### src/rtl/heroe_pkg.sv
// Shared types and constants for the obstacle scroller: row count, type code
// width, bonus type, LFSR seed/step and the game state encoding.
package heroe_pkg;

    localparam int unsigned FILAS  = 7;
    localparam int unsigned TIPO_W = 5;
    localparam logic [TIPO_W-1:0] TIPO_BONO = 5'd16;
    localparam logic [7:0] LFSR_SEED = 8'hA5;

    typedef enum logic [1:0] {
        IDLE,
        RUN,
        CHOQUE
    } estado_t;

    // Fibonacci LFSR x^8+x^6+x^5+x^4+1, shifting left with feedback into bit 0
    function automatic logic [7:0] lfsr_step(input logic [7:0] s);
        return {s[6:0], s[7] ^ s[5] ^ s[4] ^ s[3]};
    endfunction

endpackage

### src/rtl/sel_tipo_obs.sv
// Obstacle type sequencer: base types from a 4-bit counter, or from an 8-bit
// LFSR when LFSR_RANDOM_EN is defined, with the bonus type every BONO_PERIOD-th pattern.
module sel_tipo_obs
    import heroe_pkg::*;
#(
    parameter int unsigned BONO_PERIOD = 8
) (
    input  logic              clk,
    input  logic              rst_n,
    input  logic              clear,
    input  logic              advance,
    output logic [TIPO_W-1:0] tipo
);

    localparam int unsigned CNT_W = $clog2(BONO_PERIOD);

    // emit_cnt is kept modulo BONO_PERIOD, which is all the bonus test needs
    logic [CNT_W-1:0]  emit_cnt_q;
    logic [CNT_W-1:0]  emit_cnt_d;
    logic [TIPO_W-1:0] tipo_q;
    logic [TIPO_W-1:0] tipo_d;
    logic [3:0]        base_next;
    logic              toca_bono;

`ifdef LFSR_RANDOM_EN
    logic [7:0] lfsr_q;
    logic [7:0] lfsr_d;
    logic [7:0] lfsr_sig;

    assign lfsr_sig  = lfsr_step(lfsr_q);
    assign base_next = lfsr_sig[3:0];
`else
    logic [3:0] base_q;
    logic [3:0] base_d;

    assign base_next = base_q + 4'd1;
`endif

    assign toca_bono = (emit_cnt_q == CNT_W'(BONO_PERIOD - 2));

    always_comb begin
        emit_cnt_d = emit_cnt_q;
        tipo_d     = tipo_q;
`ifdef LFSR_RANDOM_EN
        lfsr_d     = lfsr_q;
`else
        base_d     = base_q;
`endif
        if (clear) begin
            emit_cnt_d = '0;
            tipo_d     = '0;
`ifdef LFSR_RANDOM_EN
            lfsr_d     = LFSR_SEED;
`else
            base_d     = '0;
`endif
        end else if (advance) begin
            emit_cnt_d = (emit_cnt_q == CNT_W'(BONO_PERIOD - 1)) ? '0
                                                                 : emit_cnt_q + CNT_W'(1);
            tipo_d     = toca_bono ? TIPO_BONO : TIPO_W'(base_next);
`ifdef LFSR_RANDOM_EN
            lfsr_d     = lfsr_sig;
`else
            // the base counter only moves when a base type is actually used
            if (!toca_bono) begin
                base_d = base_next;
            end
`endif
        end
    end

    always_ff @(posedge clk or negedge rst_n) begin
        if (!rst_n) begin
            emit_cnt_q <= '0;
            tipo_q     <= '0;
`ifdef LFSR_RANDOM_EN
            lfsr_q     <= LFSR_SEED;
`else
            base_q     <= '0;
`endif
        end else begin
            emit_cnt_q <= emit_cnt_d;
            tipo_q     <= tipo_d;
`ifdef LFSR_RANDOM_EN
            lfsr_q     <= lfsr_d;
`else
            base_q     <= base_d;
`endif
        end
    end

    assign tipo = tipo_q;

endmodule

### src/rtl/scroll_obstaculos.sv
// Obstacle scroller: feeds ROM patterns into a right-to-left column buffer, detects
// hero collision / bonus pickup at column 0 and counts passed obstacles. Macro: LFSR_RANDOM_EN.
module scroll_obstaculos
    import heroe_pkg::*;
#(
    parameter int unsigned ANCHO       = 8,
    parameter int unsigned HUECO       = 3,
    parameter int unsigned BONO_PERIOD = 8
) (
    input  logic                     clk,
    input  logic                     rst_n,
    input  logic                     run,
    input  logic                     tick,
    input  logic [2:0]               pos_heroe,
    output logic [TIPO_W-1:0]        tipo_obs,
    input  logic [FILAS-1:0]         obstaculo,
    output logic [FILAS*ANCHO-1:0]   columnas,
    output logic                     choque,
    output logic                     bono,
    output logic [7:0]               puntos
);

    localparam int unsigned COLS_W = FILAS * ANCHO;
    localparam int unsigned GAP_W  = (HUECO > 0) ? $clog2(HUECO + 1) : 1;

    estado_t            estado_q;
    estado_t            estado_d;
    logic [COLS_W-1:0]  cols_q;
    logic [COLS_W-1:0]  cols_d;
    logic [ANCHO-1:0]   marca_q;
    logic [ANCHO-1:0]   marca_d;
    logic [GAP_W-1:0]   gap_q;
    logic [GAP_W-1:0]   gap_d;
    logic [7:0]         puntos_q;
    logic [7:0]         puntos_d;
    logic               choque_q;
    logic               choque_d;
    logic               bono_q;
    logic               bono_d;
    logic               avanza;
    logic               limpia;
    logic [FILAS-1:0]   entrada;
    logic               marca_in;
    logic [7:0]         col0_ext;
    logic               hit;

    sel_tipo_obs #(
        .BONO_PERIOD (BONO_PERIOD)
    ) u_sel_tipo_obs (
        .clk     (clk),
        .rst_n   (rst_n),
        .clear   (limpia),
        .advance (avanza),
        .tipo    (tipo_obs)
    );

    // Row 7 is padded with zero so pos_heroe=7 can never hit
    assign col0_ext = {1'b0, cols_q[FILAS-1:0]};
    assign hit      = col0_ext[pos_heroe];
    assign entrada  = (gap_q == '0) ? obstaculo : '0;
    assign marca_in = (gap_q == '0) && (tipo_obs == TIPO_BONO);

    always_comb begin
        estado_d = estado_q;
        cols_d   = cols_q;
        marca_d  = marca_q;
        gap_d    = gap_q;
        puntos_d = puntos_q;
        choque_d = 1'b0;
        bono_d   = 1'b0;
        avanza   = 1'b0;
        limpia   = 1'b0;
        unique case (estado_q)
            IDLE: begin
                limpia   = 1'b1;
                cols_d   = '0;
                marca_d  = '0;
                gap_d    = '0;
                puntos_d = '0;
                if (run) begin
                    estado_d = RUN;
                end
            end
            RUN: begin
                if (!run) begin
                    estado_d = IDLE;
                end else if (hit && !marca_q[0]) begin
                    estado_d = CHOQUE;
                    choque_d = 1'b1;
                end else begin
                    bono_d = hit;
                    if (tick) begin
                        cols_d  = {entrada, cols_q[COLS_W-1:FILAS]};
                        marca_d = {marca_in, marca_q[ANCHO-1:1]};
                        if (gap_q != '0) begin
                            gap_d = gap_q - GAP_W'(1);
                        end else begin
                            gap_d  = GAP_W'(HUECO);
                            avanza = 1'b1;
                        end
                        if ((cols_q[FILAS-1:0] != '0) && !marca_q[0] && !hit
                            && (puntos_q != 8'hFF)) begin
                            puntos_d = puntos_q + 8'd1;
                        end
                    end else if (hit) begin
                        // bonus collected in place: drop it so it pulses only once
                        cols_d[FILAS-1:0] = '0;
                        marca_d[0]        = 1'b0;
                    end
                end
            end
            CHOQUE: begin
                if (!run) begin
                    estado_d = IDLE;
                end else begin
                    choque_d = 1'b1;
                end
            end
            default: estado_d = IDLE;
        endcase
    end

    always_ff @(posedge clk or negedge rst_n) begin
        if (!rst_n) begin
            estado_q <= IDLE;
            cols_q   <= '0;
            marca_q  <= '0;
            gap_q    <= '0;
            puntos_q <= '0;
            choque_q <= 1'b0;
            bono_q   <= 1'b0;
        end else begin
            estado_q <= estado_d;
            cols_q   <= cols_d;
            marca_q  <= marca_d;
            gap_q    <= gap_d;
            puntos_q <= puntos_d;
            choque_q <= choque_d;
            bono_q   <= bono_d;
        end
    end

    assign columnas = cols_q;
    assign choque   = choque_q;
    assign bono     = bono_q;
    assign puntos   = puntos_q;

endmodule

### config.mk
export PLATFORM = sky130hd
export DESIGN_NAME = scroll_obstaculos
export DESIGN_NICKNAME = d
export VERILOG_FILES = /design/src/rtl/heroe_pkg.sv /design/src/rtl/sel_tipo_obs.sv /design/src/rtl/scroll_obstaculos.sv
export SDC_FILE = /design/constraint.sdc
export NUM_CORES = 1
export LEC_CHECK = 0
export CORE_UTILIZATION = 44
export CTS_CLUSTER_DIAMETER = 100
export DETAILED_ROUTE_END_ITERATION = 7
export PLACE_DENSITY_LB_ADDON = 0.08
export SLEW_MARGIN = 20
export SYNTH_ARGS = -nofsm -noshare
export SYNTH_HDL_FRONTEND = slang
export SYNTH_SLANG_ARGS = --single-unit
### constraint.sdc
create_clock -name clk -period 3.12 [get_ports clk]
set_input_delay 0.468 -clock clk [delete_from_list [all_inputs] [get_ports clk]]
set_output_delay 0.468 -clock clk [all_outputs]
set_load 0.05 [all_outputs]
==> impl_metrics.yaml <==
placement:
  placedInstanceArea_um2: 5766
  numPortBuffers: 84
  place.gp.congestion: 0.7644
  dp_cells: 707
  dpl.hpwl_mm: 8.012
job:
  drv_cap: 0
cts:
  postCtsResizedCells: 0
  clockBufferDepth: 2
  cts_buffers: 9
  cts_tree: "built"
  cts.sink_count: 90
  htree_levels: 3
  clkTransAtPathRegs_ps: 90
  clockRootBuffer: "clkbuf_8"
  clock_latency_ps: 370
  hold_buffers: 0
  cts_setup_buffers: 0
floorplan:
  core_um2: 10460
  die_area_um2: 11400
  initial_core_util_pct: 46.15
  rows: 37
  die_h_um: 106.8
  boundaryPins: 85
  die_w_um: 106.8
synth:
  syn_nets: 538
  synth-seq-cells: 90
  synthArstFlopShare_pct: 100.0
  ys_types: 56
  synth_edf_count: 0
  yosysTopAreaCellShare_pct: 46.64
  synth_mux_area_share_pct: 1.270
  synth_compound_area_share_pct: 20.94
  yosysWarnings: 0
  synth_top_family_by_area: "simple AND/OR/NAND/NOR gates"
  synth_largest_area_cell: "dfrtp_1"
  synth.most_common_cell: "nand3_1"
  synth_fa_ha_area_share_pct: 2.332
  syn_area_per_cell_um2: 9.375
  ys_seq_area_share_pct: 46.64
  synth.area.top_cells: "dfrtp_1, nand3_1, a221o_1"
  postSynthCellCount: 515
  ys.flop_type: "dfrtp_1"
  synth-xor-area-share_pct: 0.3628
  synth_common_cells: "nand3_1, dfrtp_1, nand2_1"
  post_synth_and_or_nand_nor_area_fraction_pct: 23.22
  syn_area_um2: 4828
route:
  avgViaCountPerCell: 6.123
  drtIter0Drc: 280
  drt_wl_total_mm: 12.69
  ant_nets: 0
  first_pass_iters: 5
  avgRoutedWirePerCell_um: 17.58
  vias: 4421
  drc_errors: 0
worst_setup_path:
  worstPathArrival_ps: 2700
  reg2regPathDepth: 7
  critical_path_class: "primary input to flip-flop"
  critPathLaunchType: "primary input"
  cp.depth: 6
  required_ps: 3370
  crit_slowest_cell: "clkdlybuf4s50_1"
  crit_path_cell_trace: "clkdlybuf4s50_1, and3_2, o311ai_1, nor2_1, a21oi_2, a211o_1"
  crit_buf_inv: 1
  critical_path.top_delay_family: "simple AND/OR/NAND/NOR gates"
  reg2reg_slack_ps: 680
  critical-path-max-stage-delay_ps: 700
  cp-end-kind: "flip-flop"
  crit_fanout: 11
power_and_ir_drop:
  pwr-share-seq_pct: 40.6
  power_leakage_uw: 0.002720
  power_frac_clock_pct: 25.4
  power_frac_comb_pct: 34.0
  p_int_uw: 1893
  swShare_pct: 40.34
  switching_power_uw: 1280
  ir_drop_uv: 272.4
  powerDensity_nw_per_um2: 532.4
global_route:
  met3_usage_pct: 3.951
  grt_max_degree: 50
  grt_pass1_wl_mm: 21.25
  grt_pass1_vias: 4176
  use_met2_pct: 36.64
  grt_usage_pct: 23.44
  antenna_found_initial: 0
  grt_overflow: 0
  grtUsageMet1_pct: 33.24
  top_usage_layer: "met2"
sta:
  finalSetupViolCount: 0
  drv_slew: 0
  max-slew-margin-rel_pct: 58.06
  final.setup.tns_ps: 0
  grt_setup_unrepaired: "false"
  fmax_mhz: 408.5
  worst_slew_pin_slew_ps: 629.1
  period_needed_ps: 2448
  post-route-period-util_pct: 78.45
  final.setup_skew_ps: 11.41
  hold_viol: 0
outcome:
  status: "completed"
min_path:
  hp-class: "primary input to async pin"
final_layout:
  final_core_util_pct: 56.95
  diodes: 0
  instances_no_fill: 722
  area_delta_synth_final_pct: 23.40
  fin_nets: 605
  fin_area_um2: 5958
  drive_gt1_share_pct: 8.020
## area by class of cell
cell class / instances / area (µm²)
Clock inverter: 5 / 55.05
Multi-Input combinational cell: 369 / 2344
Sequential cell: 90 / 2252
Timing Repair Buffer: 99 / 950.9
Clock buffer: 10 / 137.6
Inverter: 13 / 48.80
Tap cell: 136 / 170.2
Fill cell: 944 / 4504
## worst paths after layout
kind / from / endpoint
setup / recovery: run / puntos[4]$_DFFE_PN0P_
hold / removal: rst_n / columnas[0]$_DFFE_PN0P_
setup reg to reg: estado_q[1]$_DFFE_PN0P_ / columnas[23]$_DFFE_PN0P_
hold reg to reg: marca_q[7]$_DFFE_PN0P_ / marca_q[6]$_DFFE_PN0P_
max in group asynchronous: rst_n / u_sel_tipo_obs.base_q[3]$_DFFE_PN0P_
min in group clk: marca_q[7]$_DFFE_PN0P_ / marca_q[6]$_DFFE_PN0P_
## through the flow
| stage | worst slack [ps] | hold WS [ps] | total power [µW] |
|---|---|---|---|
| floorplan | 928.2 | 172.4 | 2066 |
| global placement | 340.6 | 512.6 | 2365 |
| detailed placement | 335.9 | 525.4 | 2382 |
| CTS | 701.6 | 139.3 | 3186 |
| global route | 498.0 | 157.8 | 3333 |
| finish | 672.3 | 109.9 | 3172 |
## worst register-to-register path, delay by kind of cell, from the launching register on
family          cells  cell delay [ps]
compound gates      2              760
fa+ha+maj           1              230
buf+inv             3              790
flops               1              420
simple gates        1              180
## metal layers
| metal | up-vias | routed length (µm) |
|---|---|---|
| li1 | 2070 | - |
| met1 | 2185 | 5913 |
| met5 | - | 0 |
| met2 | 153 | 5947 |
| met3 | 13 | 662 |
| met4 | 0 | 167 |
## registers in the layout, indices dropped and copies added, names as in the netlist
register / flops
choque: 1
u_sel_tipo_obs.tipo: 5
marca_q: 8
u_sel_tipo_obs.base_q: 4
estado_q: 2
gap_q: 2
columnas: 56
u_sel_tipo_obs.emit_cnt_q: 3
puntos: 8
bono: 1
## cells by family after synthesis
logic type / Yosys count
AO/OA/AOI/OAI: 118
XOR/XNOR: 2
adder cells (fa/ha/maj): 9
buffers and inverters: 56
flip-flops: 90
multiplexers: 6
AND/OR/NAND/NOR: 234
## power groups by stage
stage,logic [µW],registers [µW],clock network [µW]
2_1_floorplan,649,1420,0
3_3_place_gp,1060,1310,0
3_5_place_dp,1070,1310,0
4_1_cts,1080,1290,821
5_1_grt,1170,1300,866
6_report,1080,1290,806
## cells in the final DEF (no fill, tap or decap), drive strengths merged, types with 8 or more instances in the layout
master	instances
nand3	108
clkdlybuf4s50	83
a21oi	12
a221o	47
clkbuf	10
buf	16
o21ai	15
nor2	13
a31oi	8
dfrtp	90
nand2	76
nor3	8
ha	9
inv	12
No activity file was read; power rests on OpenSTA's default activity.
